===== config.mk =====
export PLATFORM = sky130hd
export DESIGN_NAME = led_blinker_array_ctrl
export DESIGN_NICKNAME = d
export VERILOG_FILES = /design/src/rtl/led_blinker_pkg.sv /design/src/rtl/led_blinker_channel.sv /design/src/rtl/led_blinker_array_ctrl.sv
export SDC_FILE = /design/constraint.sdc
export NUM_CORES = 1
export LEC_CHECK = 0
export CAP_MARGIN = 15
export CELL_PAD_IN_SITES_DETAIL_PLACEMENT = 0
export CELL_PAD_IN_SITES_GLOBAL_PLACEMENT = 1
export CORE_UTILIZATION = 48
export CTS_BUF_LIST = sky130_fd_sc_hd__clkbuf_4 sky130_fd_sc_hd__clkbuf_8 sky130_fd_sc_hd__clkbuf_16
export CTS_CLUSTER_SIZE = 25
export DETAILED_ROUTE_END_ITERATION = 8
export PLACE_DENSITY = 0.87
export SETUP_SLACK_MARGIN = 0.05
export SLEW_MARGIN = 20
export SYNTH_ARGS = -nofsm -noshare
export SYNTH_HDL_FRONTEND = slang
export SYNTH_SLANG_ARGS = --single-unit

===== constraint.sdc =====
create_clock -name clk -period 6 [get_ports clk]
set_input_delay 1.2 -clock clk [delete_from_list [all_inputs] [get_ports clk]]
set_output_delay 1.2 -clock clk [all_outputs]
set_load 0.01 [all_outputs]

===== src/rtl/led_blinker_pkg.sv =====
// Shared constants and types for the LED blinker array controller.
package led_blinker_pkg;

    localparam logic [31:0] ADDR_TEST      = 32'h0000_0000;
    localparam logic [31:0] ADDR_MSG_COUNT = 32'h0000_0004;
    localparam logic [31:0] ADDR_STATUS    = 32'h0000_0008;
    localparam logic [31:0] ADDR_CH_BASE   = 32'h0000_0010;
    localparam logic [31:0] CH_STRIDE      = 32'h0000_0008;
    localparam logic [31:0] ADDR_MODE_OFS  = 32'h0000_0004;

    localparam logic [31:0] DEADBEEF       = 32'hDEAD_BEEF;

    localparam int unsigned STATUS_DONE_LSB = 8;

    typedef enum logic [1:0] {
        MODE_OFF   = 2'd0,
        MODE_ON    = 2'd1,
        MODE_BLINK = 2'd2,
        MODE_BURST = 2'd3
    } mode_e;

    typedef enum logic [1:0] {
        CH_IDLE  = 2'd0,
        CH_LIT   = 2'd1,
        CH_BLINK = 2'd2,
        CH_BURST = 2'd3
    } ch_state_e;

    // MODE register payload as seen by a channel.
    typedef struct packed {
        logic [7:0] burst_n;
        mode_e      mode;
    } mode_reg_t;

endpackage


===== src/rtl/led_blinker_channel.sv =====
// One LED channel: mode FSM, half-period counter and burst edge counter.
module led_blinker_channel
    import led_blinker_pkg::*;
#(
    parameter int unsigned CNT_WIDTH = 26
) (
    input  logic                 clk,
    input  logic                 rst,
    input  logic                 srst_i,
    input  logic                 mode_wr_i,
    input  mode_reg_t            mode_wdata_i,
    input  logic [CNT_WIDTH-1:0] period_i,
    output logic                 led_o,
    output logic                 done_c
);

    ch_state_e            state_q, state_d;
    logic [CNT_WIDTH-1:0] cnt_q, cnt_d;
    logic [7:0]           edges_q, edges_d;
    logic [7:0]           burst_n_q, burst_n_d;
    logic                 led_q, led_d;
    logic [CNT_WIDTH-1:0] last_cnt;
    logic                 term;

    // Terminal count; a zero period behaves as one, and a shrunk period wraps at once.
    assign last_cnt = (period_i == '0) ? '0 : period_i - CNT_WIDTH'(1);
    assign term     = (cnt_q >= last_cnt);

    // Next-state logic: a MODE write restarts the channel, otherwise run the current mode.
    always_comb begin
        state_d   = state_q;
        cnt_d     = cnt_q;
        edges_d   = edges_q;
        burst_n_d = burst_n_q;
        led_d     = led_q;
        done_c    = 1'b0;
        if (mode_wr_i) begin
            cnt_d     = '0;
            edges_d   = '0;
            burst_n_d = mode_wdata_i.burst_n;
            unique case (mode_wdata_i.mode)
                MODE_OFF:   begin state_d = CH_IDLE;  led_d = 1'b0; end
                MODE_ON:    begin state_d = CH_LIT;   led_d = 1'b1; end
                MODE_BLINK: begin state_d = CH_BLINK; led_d = 1'b1; end
                MODE_BURST: begin
                    state_d = CH_BURST;
                    led_d   = (mode_wdata_i.burst_n != 8'd0);
                end
                default: ;
            endcase
        end else begin
            unique case (state_q)
                CH_IDLE: led_d = 1'b0;
                CH_LIT:  led_d = 1'b1;
                CH_BLINK: begin
                    if (term) begin
                        cnt_d = '0;
                        led_d = ~led_q;
                    end else begin
                        cnt_d = cnt_q + CNT_WIDTH'(1);
                    end
                end
                CH_BURST: begin
                    if (burst_n_q == 8'd0) begin
                        state_d = CH_IDLE;
                        led_d   = 1'b0;
                        done_c  = 1'b1;
                    end else if (term) begin
                        cnt_d = '0;
                        led_d = ~led_q;
                        if (led_q) begin
                            edges_d = edges_q + 8'd1;
                            if ((9'(edges_q) + 9'd1) == 9'(burst_n_q)) begin
                                state_d = CH_IDLE;
                                done_c  = 1'b1;
                            end
                        end
                    end else begin
                        cnt_d = cnt_q + CNT_WIDTH'(1);
                    end
                end
                default: ;
            endcase
        end
    end

    // Channel state registers with async and soft reset.
    always_ff @(posedge clk or negedge rst) begin
        if (!rst) begin
            state_q   <= CH_IDLE;
            cnt_q     <= '0;
            edges_q   <= '0;
            burst_n_q <= '0;
            led_q     <= 1'b0;
        end else if (srst_i) begin
            state_q   <= CH_IDLE;
            cnt_q     <= '0;
            edges_q   <= '0;
            burst_n_q <= '0;
            led_q     <= 1'b0;
        end else begin
            state_q   <= state_d;
            cnt_q     <= cnt_d;
            edges_q   <= edges_d;
            burst_n_q <= burst_n_d;
            led_q     <= led_d;
        end
    end

    assign led_o = led_q;

endmodule


===== src/rtl/led_blinker_array_ctrl.sv =====
// MM-slave LED blinker array: bus decode, shared registers, message counter.
module led_blinker_array_ctrl
    import led_blinker_pkg::*;
#(
    parameter int unsigned          NUM_LEDS       = 4,
    parameter int unsigned          CNT_WIDTH      = 26,
    parameter logic [CNT_WIDTH-1:0] DEFAULT_PERIOD = {CNT_WIDTH{1'b1}}
) (
    input  logic                clk,
    input  logic                rst,
    input  logic [31:0]         master_mm_address,
    input  logic                master_mm_read,
    input  logic                master_mm_write,
    input  logic [31:0]         master_mm_writedata,
    output logic [31:0]         master_mm_readdata,
    output logic                master_mm_readdatavalid,
    output logic                master_mm_waitrequest,
    input  logic                master_rst,
    input  logic                msg_enter,
    output logic [NUM_LEDS-1:0] led_active
);

    logic [31:0]          test_q, test_d;
    logic [31:0]          msg_cnt_q, msg_cnt_d;
    logic [NUM_LEDS-1:0]  done_q, done_d;
    logic [CNT_WIDTH-1:0] period_q [NUM_LEDS];
    logic [CNT_WIDTH-1:0] period_d [NUM_LEDS];
    mode_reg_t            mode_q   [NUM_LEDS];
    mode_reg_t            mode_d   [NUM_LEDS];
    logic                 wait_q;
    logic                 rvalid_q, rvalid_d;
    logic [31:0]          rdata_q, rdata_d;

    logic                 wr_en, rd_en;
    logic [NUM_LEDS-1:0]  sel_period, sel_mode, mode_wr, done_c;
    logic [NUM_LEDS-1:0]  led_w;
    logic [31:0]          status_w, rdata_mux;
    mode_reg_t            mode_wdata;

    // The bus is only accepted once the post-reset stall cycle is over.
    assign wr_en = master_mm_write & ~wait_q;
    assign rd_en = master_mm_read  & ~wait_q;

    assign mode_wdata = '{burst_n: master_mm_writedata[15:8],
                          mode:    mode_e'(master_mm_writedata[1:0])};

    // Per-channel address decode and channel instances.
    for (genvar i = 0; i < NUM_LEDS; i++) begin : g_ch
        assign sel_period[i] = (master_mm_address == ADDR_CH_BASE + 32'(i) * CH_STRIDE);
        assign sel_mode[i]   = (master_mm_address == ADDR_CH_BASE + 32'(i) * CH_STRIDE + ADDR_MODE_OFS);
        assign mode_wr[i]    = wr_en & sel_mode[i];

        led_blinker_channel #(
            .CNT_WIDTH (CNT_WIDTH)
        ) u_ch (
            .clk          (clk),
            .rst          (rst),
            .srst_i       (master_rst),
            .mode_wr_i    (mode_wr[i]),
            .mode_wdata_i (mode_wdata),
            .period_i     (period_q[i]),
            .led_o        (led_w[i]),
            .done_c       (done_c[i])
        );
    end

    // STATUS image and read mux; unmapped offsets return the DEADBEEF marker.
    always_comb begin
        status_w  = '0;
        rdata_mux = DEADBEEF;
        for (int i = 0; i < NUM_LEDS; i++) begin
            status_w[i]                   = led_w[i];
            status_w[STATUS_DONE_LSB + i] = done_q[i];
        end
        if (master_mm_address == ADDR_TEST)      rdata_mux = test_q;
        if (master_mm_address == ADDR_MSG_COUNT) rdata_mux = msg_cnt_q;
        if (master_mm_address == ADDR_STATUS)    rdata_mux = status_w;
        for (int i = 0; i < NUM_LEDS; i++) begin
            if (sel_period[i]) rdata_mux = 32'(period_q[i]);
            if (sel_mode[i])   rdata_mux = 32'({mode_q[i].burst_n, 6'b0, mode_q[i].mode});
        end
    end

    // Register next values; a bus write beats a same-cycle hardware update.
    always_comb begin
        test_d    = test_q;
        msg_cnt_d = msg_enter ? msg_cnt_q + 32'd1 : msg_cnt_q;
        done_d    = done_q | done_c;
        period_d  = period_q;
        mode_d    = mode_q;
        rvalid_d  = rd_en;
        rdata_d   = rd_en ? rdata_mux : 32'd0;
        if (wr_en && (master_mm_address == ADDR_TEST)) test_d = master_mm_writedata;
        if (wr_en && (master_mm_address == ADDR_MSG_COUNT)) msg_cnt_d = msg_enter ? 32'd1 : 32'd0;
        for (int i = 0; i < NUM_LEDS; i++) begin
            if (done_c[i]) mode_d[i].mode = MODE_OFF;
            if (wr_en && (master_mm_address == ADDR_STATUS))
                done_d[i] = done_q[i] & ~master_mm_writedata[STATUS_DONE_LSB + i];
            if (mode_wr[i]) mode_d[i] = mode_wdata;
            if (wr_en && sel_period[i]) period_d[i] = master_mm_writedata[CNT_WIDTH-1:0];
        end
    end

    // Shared register file with async reset and synchronous soft reset.
    always_ff @(posedge clk or negedge rst) begin
        if (!rst) begin
            test_q    <= '0;
            msg_cnt_q <= '0;
            done_q    <= '0;
            wait_q    <= 1'b1;
            rvalid_q  <= 1'b0;
            rdata_q   <= '0;
            for (int i = 0; i < NUM_LEDS; i++) begin
                period_q[i] <= DEFAULT_PERIOD;
                mode_q[i]   <= '0;
            end
        end else if (master_rst) begin
            test_q    <= '0;
            msg_cnt_q <= '0;
            done_q    <= '0;
            wait_q    <= 1'b1;
            rvalid_q  <= 1'b0;
            rdata_q   <= '0;
            for (int i = 0; i < NUM_LEDS; i++) begin
                period_q[i] <= DEFAULT_PERIOD;
                mode_q[i]   <= '0;
            end
        end else begin
            test_q    <= test_d;
            msg_cnt_q <= msg_cnt_d;
            done_q    <= done_d;
            wait_q    <= 1'b0;
            rvalid_q  <= rvalid_d;
            rdata_q   <= rdata_d;
            period_q  <= period_d;
            mode_q    <= mode_d;
        end
    end

    assign master_mm_readdata      = rdata_q;
    assign master_mm_readdatavalid = rvalid_q;
    assign master_mm_waitrequest   = wait_q;
    assign led_active              = led_w;

endmodule


---- After elaboration in Yosys (flattened, before gate mapping) ----
Cells that the tools add are included.
word-level totals
  flip-flop bits (word level) ............. 426
  bits in latches ......................... 0
  memory bits (writable) .................. 0
  memory bits (read-only) ................. 0
  input bits .............................. 70
  output and inout bits ................... 38
  logic and storage cells ................. 363
  memories kept ........................... 0
cells by class
  $add $sub $neg .......................... 17
  $mul .................................... 0
  div/mod/pow operators ................... 0
  order comparisons ....................... 4
  equal/unequal tests ..................... 37
  shift operators ......................... 0
  muxes and demuxes ....................... 170
  bitwise gates (word level) .............. 20
  reduce and logical (&&, ||, !) cells .... 77
operators with widths
  operator                                             number
  two-way mux 26 bit                                   24
  two-way mux 32 bit                                   18
  two-way mux 8 bit                                    32
  one-hot mux 26 bit (2 select lines)                  4
  == test 32 x 5 -> 1 bit (second input constant)      4
  == test 32 x 6 -> 1 bit (second input constant)      4
  adder 26 x 1 -> 26 bit (second input constant)       4
  greater-or-equal comparator 26 bit                   4
  logical NOT 26 bit                                   4
  two-way mux 104 bit                                  1
  subtractor 26 x 1 -> 26 bit (second input constant)  4
  two-way mux 2 bit                                    32
  nonzero test 4 bit                                   16
  nonzero test 3 bit                                   17
  two-way mux 1 bit                                    47
  two-way mux 10 bit                                   4
  two-way mux 40 bit                                   1
  adder 8 x 1 -> 9 bit (second input constant)         4
  == test 9 x 8 -> 1 bit                               4
  adder 32 x 1 -> 32 bit (second input constant)       1
  adder 8 x 1 -> 8 bit (second input constant)         4
  == test 32 x 3 -> 1 bit (second input constant)      1
  == test 32 x 4 -> 1 bit (second input constant)      1
  logical NOT 32 bit                                   1
  19 further kinds                                     89

---- Longest topological paths before layout ----
Gate-level depths: netlist of the first run.
  word-level depth ........................ 14
  gate-level depth with buffers ........... 20
  mapped depth without buffers ............ 18

---- By module ----
Synthesis of the first run repeated with hierarchy kept, for this count alone.
second synthesis, totals
  cells, all modules ...................... 3,049
  area total of the unflattened synthesis .. 27,283.7 µm²
modules (own cells, without submodules)
  module                                  instances  cells an instance  area each (µm²)  seq. area each (µm²)
  led_blinker_array_ctrl                  1          1,309              12,460.7         6,287.3
  led_blinker_channel (g_ch[0].u_ch ...)  3          427                3,688.5          1,126.1
  led_blinker_channel (g_ch[3].u_ch)      1          459                3,757.4          1,126.1

---- Least setup slack after synthesis of the first run ----
Ideal clock, no wire load.
  kind .................................... register to register
  start ................................... reg period_q[35] (netlist bit)
  end ..................................... reg g_ch[2].u_ch.cnt_q[15]
  setup time .............................. 0.076 ns
  arrival ................................. 4.183 ns
  data required time ...................... 5.924 ns
  slack ................................... 1.740 ns
  stages on the path, launching flop included .. 17
  path buffers ............................ 2
  period minus slack after synthesis ...... 4.260 ns
  path through ............................ dfstp_2 -> or4_1 -> nor4_1 -> nand3_1 -> nor4_1 -> xor2_1 -> nand2_1 -> ha_1 -> a211oi_1 -> o21ai_0 -> a221o_1 -> or4b_1 -> buf_2 -> nor2_4 -> buf_2 -> nand2_1 -> o21ai_1
between the ends
  cells in the longest elaborated chain, start to end .. 8
  elaborated cells between the ends (all ways) .. 9
  classes of those cells .................. add/sub (1); order compare (1); mux (6); reduce/logical (1)
RTL lines
  item                                                                      RTL line                                              RTL
  start: declaration                                                        led_blinker_array_ctrl.sv:26                          logic [CNT_WIDTH-1:0] period_q [NUM_LEDS];
  start signal: assignment                                                  led_blinker_array_ctrl.sv:135                         period_q <= period_d;
  subtractor 26 x 1 -> 26 bit / logical NOT 26 bit (equally long branches)  led_blinker_channel.sv:26                             assign last_cnt = (period_i == '0) ? '0 : period_i - CNT_WIDTH'(1);
  two-way mux 26 bit (*)                                                    led_blinker_channel.sv:26
  greater-or-equal comparator 26 bit (*)                                    led_blinker_channel.sv:27                             assign term = (cnt_q >= last_cnt);
  two-way mux 26 bit (*)                                                    led_blinker_channel.sv:56, led_blinker_channel.sv:68
  two-way mux 26 bit                                                        led_blinker_channel.sv:64                             if (burst_n_q == 8'd0) begin
  one-hot mux 26 bit (2 select lines) (*)                                   led_blinker_channel.sv:52                             unique case (state_q)
  two-way mux 26 bit (*)                                                    led_blinker_channel.sv:37                             if (mode_wr_i) begin
  two-way mux 26 bit (*)                                                    led_blinker_channel.sv:95                             end else if (srst_i) begin
  end signal: assignment                                                    led_blinker_channel.sv:103                            cnt_q <= cnt_d;
  end: declaration                                                          led_blinker_channel.sv:18                             logic [CNT_WIDTH-1:0] cnt_q, cnt_d;
Every way passes the cells marked *; elsewhere a longest branch is shown, timed or not. The select of a mux whose other input is x is not followed.
A chain may end at the register's enable or synchronous reset.

---- Final worst setup path of the first run ----
  start ................................... reg period_q[35] (netlist bit)
  end ..................................... reg g_ch[2].u_ch.cnt_q[13]
The elaborated chain is that of the path after synthesis.

==> reports/summary.md, run 1 <==
## Run status
• status: complete, no violations

## Power
• Comb power frac: 0.054
• clock share of power: 0.492
• cell internal power dissipation: 4.85 mW
• worst ir drop on vdd: 203 µV
• switching part of the total: 0.242
• pwr dens: 216 nW/µm²
• Leakage Power: 13.4 nW
• net switching component of the power: 1.55 mW
• sequential fraction of design power: 0.454

## Logic synthesis
• area share of the leading cell type in the synthesized netlist: 0.306
• part of the Yosys area used for sequential elements: 0.411
• Seq cells post-synth: 426
• Distinct cells, synth: 87
• library cell with the highest instance count after synthesis: nand2_1
• Synth Warn #: 0
• area of the mapped netlist: 26200 µm²
• commonest cells in the netlist: nand2_1, dfrtp_1, a21oi_1
• fraction of the mapped netlist area in compound gates: 0.162
• Synth Area in XOR/XNOR: 0.0548
• area share of fa/ha/maj cells after synthesis: 0.0596
• top post-synthesis cells by area: dfrtp_1, dfstp_2, nand2_1
• post-synthesis cell type with the largest combined area: dfrtp_1
• net count after synthesis: 3272
• count of flip-flops with a built-in enable after synthesis: 0
• combinational family with the most area after synthesis: simple AND/OR/NAND/NOR gates
• average cell area after synthesis: 8.53 µm²
• share of cell area taken by muxes after synthesis: 0.0146
• Post-Syn Instances: 3077
• prevailing post-synth register cell: dfrtp_1
• post-synthesis share of cell area spent on and, or, nand and nor gates: 0.264
• Synth async-reset ratio: 1.00

## Detailed routing
• Vias per Instance: 6.27
• number of vias in the routed layout: 24300
• detailed-route wire length per cell: 22.2 µm
• Detailed Route WL: 86.1 mm
• DRC violations left: 0
• DRT iter0 DRCs: 2385
• residual antenna-violating net count after detailed routing: 0
• Initial DRT Pass Iterations: 6

## Worst setup path
• Worst Setup Start Kind: register
• data required time of the worst path: 6.53 ns
• CP Class: register to register
• CP Max Fanout: 27
• Critical Path End Type: register
• Worst Reg-to-Reg Cells: 13
• Crit path arrival time: 5.88 ns

## Timing
• hold violation count in the final report: 0
• worst setup margin: 0.647 ns
• slew at the pin closest to its max-slew limit: 1.09 ns
• final setup vio count: 0
• setup repair after global routing missed its margin: false
• final max-slew violation count: 0
• max_slew headroom: 0.272
• TNS Setup: 0 ns
• Final period util: 0.892
• min cycle time layout: 5.35 ns
• Clock Skews: 0.0271 ns
• highest achievable clock rate: 0.187 GHz

## Clock tree
• clock tree root driver cell: clkbuf_16
• TritonCTS clock tree: built
• number of H-tree branching levels: 2
• Post-CTS Hold Fix Bufs: 0
• number of buffers added by the clock tree synthesis step: 49
• clock edge transition at the registers on the reported setup and hold paths: 0.06 ns
• maximum buffer depth of the clock tree: 3
• Sink Count: 426
• clk_lat worst skew: 0.62 ns

## Cells and area
• Finished Core Util: 0.550
• net total in the final layout: 3330
• post-route standard cell area excluding fillers: 29700 µm²
• number of diodes added for antenna fixing: 0
• relative area change from synthesis to final layout: 13.1%
• share of final-layout standard cells stronger than drive strength 1: 0.0970
• Final Non-Filler Cells: 3872

## Placement
• Cell Count Post-Placement: 3780
• worst slack at placement: 0.446 ns
• Post-DP HPWL: 62.2 mm
• Placer Congestion: 1.00
• number of buffer cells added on primary ports: 107
• post-place instance area: 28000 µm²

## Global routing
• largest net degree at the start of global routing: 160
• number of antenna violations at the first check in global routing: 0
• global-route total usage across every layer: 0.307
• wire length of the first global-routing pass: 134 mm
• vias in the first global route: 23100
• global route total overflow: 0

## Floorplan
• number of primary I/O pins: 108
• Site Rows: 85
• Core Box Area: 53900 µm²
• full die area: 55600 µm²
• Initial Utilization: 0.487
• width of the chip: 236 µm
• Vert. Die Dim: 236 µm

## Hold path
• Hold/Removal Path Class: primary input to asynchronous set/reset pin

## Flow run
• number of max-cap violations: 0

repair_timing:
action                                 in CTS  in global routing
setup endpoints to repair                   0                 16
resized for setup                           0                  1
setup buffers                               0                  0
endpoints found under the hold margin       0                  0
registers in the layout, indices dropped and copies added (netlist names):
register	flops
test_q	32
g_ch.u_ch.cnt_q	104
g_ch.u_ch.led_o	4
mode_q	40
done_q	4
g_ch.u_ch.edges_q	32
period_q	104
msg_cnt_q	32
master_mm_readdata	32
g_ch.u_ch.burst_n_q	32
master_mm_waitrequest	1
master_mm_readdatavalid	1
g_ch.u_ch.state_q	8
worst max-delay path: stages, from the launching register on:
cell and delay [ns]:
dfstp_2 0.40, or4_1 0.60, nor4_1 0.72, nand3_2 0.56, nand2_1 0.19, ha_1 0.25, and4_1 0.23, a41oi_1 0.29
nand2_1 0.09, a22o_1 0.22, or4b_1 0.89, nor2_4 0.51, nand3_1 0.13, o21ai_0 0.18
worst paths after layout:
check | slack (ns) | start | endpoint
setup / recovery | 0.65 | period_q[35] | g_ch[2].u_ch.cnt_q[13]
hold / removal | 0.49 | rst | g_ch[2].u_ch.cnt_q[8]
setup reg to reg | 0.65 | period_q[35] | g_ch[2].u_ch.cnt_q[13]
hold reg to reg | 0.52 | period_q[23] | period_q[23]
max in group asynchronous | 4.26 | rst | msg_cnt_q[26]
min in group clk | 0.52 | period_q[23] | period_q[23]
final cells by class:
type	count	area, µm²
Tap cell	696	871
Fill cell	4876	24300
Clock inverter	20	211
Multi-Input combinational cell	2442	14600
Sequential cell	426	10800
Inverter	57	215
Clock buffer	72	1480
Timing Repair Buffer	159	1500
power by group through the flow:
stage / combinational [mW] / clock, mW / sequential [mW]
final: 0.345 / 3.15 / 2.91
after global routing: 0.369 / 3.31 / 2.91
after CTS: 0.343 / 3.19 / 2.90
after detailed placement: 0.342 / 0 / 2.95
after global placement: 0.339 / 0 / 2.95
after floorplan: 0.123 / 0 / 2.95
metrics by stage:
stage	power [mW]	hold WS (ns)
2_1_floorplan	3.08	0.457
3_3_place_gp	3.29	0.502
3_5_place_dp	3.30	0.509
4_1_cts	6.44	0.484
5_1_grt	6.58	0.500
6_report	6.40	0.488
logic make-up (layout without fill, tap and decap cells):
group	Yosys count	count (layout)
and+or+nand+nor	1444	1444
AOI/OAI and AO/OA	671	671
DFF	426	426
buffers and inverters	209	308
xor gates and xnor gates	164	164
adders and majority gates	125	125
muxes	38	38
cell usage in the layout (no fill, tap or decap), types with 15 or more instances in the layout:
master	n
nand2_1	624
or4_1	16
buf_4	50
a31oi_1	24
nand4_1	42
a21oi_1	211
nand2b_1	25
xor2_1	97
o22ai_1	46
nor2b_1	22
nand3_1	194
o221ai_1	17
o211ai_1	27
a22oi_1	22
xnor2_1	67
nor3_1	81
inv_1	56
nor2_1	197
a21o_1	28
ha_1	125
and2_1	15
o21ai_1	26
o21ai_0	127
mux2i_1	36
or3_1	44
a22o_1	27
clkbuf_16	51
dfrtp_1	321
nor4_1	58
dfstp_2	105
clkdlybuf4s50_1	105
and3_1	55
metal layers:
layer | GRT usage | vias up | share of wire
met1 | 0.426 | 11800 | 0.44
met3 | 0.0492 | 203 | 0.074
met5 | 0 | - | 0
met4 | 0.130 | 0 | 0.043
met2 | 0.476 | 1052 | 0.45
li1 | - | 11200 | -
No activity file was read; power rests on OpenSTA's default activity.
==> run 2, diff against run 1 <==
PLACE_DENSITY = 0.86   (was 0.87)
SYNTH_HIERARCHICAL = 1   (was not set)
==> run 2 against run 1 <==
Against the previous run:
- design area up 3.3%
- worst hold slack gained 0.029 ns
- wire length rose by 1.3%
- sequential share of layout area fell by 1.2 points
- combinational power rose by 5%
- fmax decreased by 2.4%
- via count decreased by 0.68%
- sequential power is essentially flat
- sequential cell count unchanged
- global-route usage fell by 0.47 points
- largest power group unchanged
==> reports/summary.md, run 2 <==
## Detailed routing
• DRC violations left: 0, unchanged
• Detailed Route WL: 87.2 mm, +1.3%
• Vias per Instance: 6.16, -1.6%
• DRT iter0 DRCs: 2262, -5.2%
• residual antenna-violating net count after detailed routing: 0, unchanged
• Initial DRT Pass Iterations: 6, unchanged
• number of vias in the routed layout: 24100, -0.68%
• detailed-route wire length per cell: 22.3 µm, +0.30%

## Logic synthesis
• Synth Warn #: 6, +6
• Seq cells post-synth: 426, unchanged
• average cell area after synthesis: 8.95 µm², +5.0%
• post-synthesis cell type with the largest combined area: dfrtp_1
• Post-Syn Instances: 3049, -0.91%
• post-synthesis share of cell area spent on and, or, nand and nor gates: 0.269, +0.00483
• prevailing post-synth register cell: dfrtp_1
• commonest cells in the netlist: nand2_1, dfrtp_1, nor2_1
• share of cell area taken by muxes after synthesis: 0.0346, +0.0200
• combinational family with the most area after synthesis: simple AND/OR/NAND/NOR gates
• top post-synthesis cells by area: dfrtp_1, dfstp_2, nand2_1
• Distinct cells, synth: 103, +18%
• Synth Area in XOR/XNOR: 0.0754, +0.0207
• part of the Yosys area used for sequential elements: 0.396, -0.0158
• net count after synthesis: 3252, -0.61%
• area share of fa/ha/maj cells after synthesis: 0.0610, +0.00137
• fraction of the mapped netlist area in compound gates: 0.128, -0.0342
• Synth async-reset ratio: 1.00, unchanged
• library cell with the highest instance count after synthesis: nand2_1
• count of flip-flops with a built-in enable after synthesis: 0, unchanged
• area of the mapped netlist: 27300 µm², +4.0%
• area share of the leading cell type in the synthesized netlist: 0.294, -0.0118

## Worst setup path
• largest stage delay on the critical path: 0.67 ns, -0.22 ns
• Crit path arrival time: 5.94 ns, +0.06 ns
• data required time of the worst path: 6.46 ns, -0.07 ns
• CP Max Fanout: 22, -19%
• CP Class: register to register
• Worst Setup Start Kind: register
• Critical Path End Type: register
• list of cells traversed by the critical path: or4_4 -> or4_4 -> nor3b_4 -> nand3_2 -> or3_4 -> nand2_1 -> ha_1 -> o21ai_0 -> a222oi_1 -> o21ai_0 -> a21oi_1 -> or2_0 -> a31oi_1 -> nor3_1 -> nor3b_1 -> a21oi_1 -> nor2_1
• slowest cell on the critical path: nor3_1

## Cells and area
• Finished Core Util: 0.545, -0.00550
• relative area change from synthesis to final layout: 12.4%
• most common cell after layout, fill and taps aside: nand2_1
• number of diodes added for antenna fixing: 0, unchanged
• Final Non-Filler Cells: 3909, +0.96%
• most frequent cells in the layout: nand2_1, dfrtp_1, nor2_1, a21oi_1, nand3_1
• combined area of the multi-input logic cells: 15500 µm², +6.3%
• number of fillers in the final layout: 5077, +4.1%
• net total in the final layout: 3318, -0.36%
• largest registers: g_ch.u_ch/cnt_q x104, period_q x104, mode_q x40
• footprint of the flip-flops and latches: 10800 µm², unchanged
• share of final-layout standard cells stronger than drive strength 1: 0.118, +0.0210
• post-route standard cell area excluding fillers: 30700 µm², +3.3%

## Clock tree
• number of buffers added by the clock tree synthesis step: 49, unchanged
• number of resized instances in the post-cts repair step: 0, unchanged
• maximum buffer depth of the clock tree: 3, unchanged
• TritonCTS clock tree: built
• number of setup buffers added after CTS: 0, unchanged
• Sink Count: 426, unchanged
• number of H-tree branching levels: 2, unchanged
• Post-CTS Hold Fix Bufs: 0, unchanged
• clk_lat worst skew: 0.61 ns, about the same
• clock tree root driver cell: clkbuf_16
• clock edge transition at the registers on the reported setup and hold paths: 0.06 ns, about the same

## Power
• Leakage Power: 13.7 nW, +2.2%
• worst ir drop on vdd: 180 µV, -12%
• pwr dens: 210 nW/µm², -2.5%

## Global routing
• number of antenna violations at the first check in global routing: 1, +1
• wire length of the first global-routing pass: 135 mm, +0.26%
• global-route total usage across every layer: 0.302, -0.00469
• vias in the first global route: 23000, -0.49%
• global route total overflow: 0, unchanged
• largest net degree at the start of global routing: 134, -16%

## Floorplan
• width of the chip: 240 µm, +2.0%
• full die area: 57800 µm², +4.0%
• number of primary I/O pins: 108, unchanged
• Site Rows: 87, +2.4%
• Initial Utilization: 0.485, -0.00170
• Core Box Area: 56300 µm², +4.4%
• Vert. Die Dim: 240 µm, +2.0%

## Placement
• number of buffer cells added on primary ports: 107, unchanged
• post-place instance area: 29000 µm², +3.5%
• Placer Congestion: 0.953, -5.0%
• Post-DP HPWL: 63.0 mm, +1.3%
• Cell Count Post-Placement: 3820, +1.1%

## Timing
• min cycle time layout: 5.48 ns, +0.129 ns
• final max-slew violation count: 0, unchanged
• slew at the pin closest to its max-slew limit: 1.24 ns, +0.157 ns
• final setup vio count: 0, unchanged
• hold violation count in the final report: 0, unchanged
• Hold WS: 0.517 ns, +0.0286 ns
• setup repair after global routing missed its margin: false
• TNS Setup: 0 ns, unchanged
• Final period util: 0.914, +0.0215
• Clock Skews: 0.0227 ns, -0.00438 ns
• highest achievable clock rate: 0.182 GHz, -2.4%
• max_slew headroom: 0.169, -0.103

## Run status
• status: complete, no violations

## Flow run
• number of max-cap violations: 0, unchanged

## Hold path
• Hold/Removal Path Class: register to register

[run 2: cell count changes in the layout (fill, tap and decap cells not counted), moves of 41 or more]
cell     previous run  this run
o21ai_0           127        65
nand2_1           624       530
xor2_1             97       151
nor2_1            197       302
nand3_1           194       153
mux2i_1            36        82
[run 2: metal layers]
metal / track usage / vias up / share of wire
met3: 0.0644 / 183 / 0.077
met5: 0 / - / 0
met1: 0.406 / 12000 / 0.43
li1: - / 11000 / -
met2: 0.472 / 903 / 0.45
met4: 0.123 / 0 / 0.042
[run 2: final timing paths]
| kind | end | slack (ns) | startpoint | cells after the start |
|---|---|---|---|---|
| hold reg to reg | period_q[49] | 0.52 | period_q[49] | 2 |
| max in group asynchronous | mode_q[17] | 4.03 | rst | 2 |
| setup / recovery | mode_q[1] | 0.52 | period_q[8] | 17 |
| setup reg to reg | mode_q[1] | 0.52 | period_q[8] | 17 |
| min in group asynchronous | g_ch[2].u_ch/edges_q[5] | 0.65 | rst | 1 |
| hold / removal | period_q[49] | 0.52 | period_q[49] | 2 |
[run 2: layout make-up]
type,count,area share
clock buffer,66,0.0460
clock inverter,23,0.00931
inverter,56,0.00686
multi-input combinational,2421,0.506
sequential,426,0.352
tap,756,0.0309
timing repair buffer,161,0.0491
[run 2: kinds of logic (layout without fill, tap and decap cells)]
logic type / Yosys count / in the layout
buffers and inverters: 202 / 306
muxes: 93 / 93
and+or+nand+nor: 1439 / 1439
xor gates and xnor gates: 235 / 235
DFF: 426 / 426
AOI/OAI and AO/OA: 521 / 521
adders and majority gates: 133 / 133
[run 2: critical path: cells and delay by family (launching register included)]
family	cells	cell delay, ns
fa+ha+maj	1	0.16
flops	1	0.41
simple gates	10	3.38
compound gates	6	1.39
[run 2: power by group]
group | switching (mW) | total, mW | internal, mW
Combinational | 0.260 | 0.363 | 0.102
Sequential | 0.0185 | 2.91 | 2.89
Clock | 1.27 | 3.18 | 1.91
Total | 1.55 | 6.45 | 4.90
[run 2: stage by stage]
stage	setup slack, ns	power (mW)
final	0.518	6.45
after global routing	0.151	6.63
after CTS	0.579	6.49
after detailed placement	0.593	3.32
after global placement	0.691	3.31
after floorplan	1.63	3.08
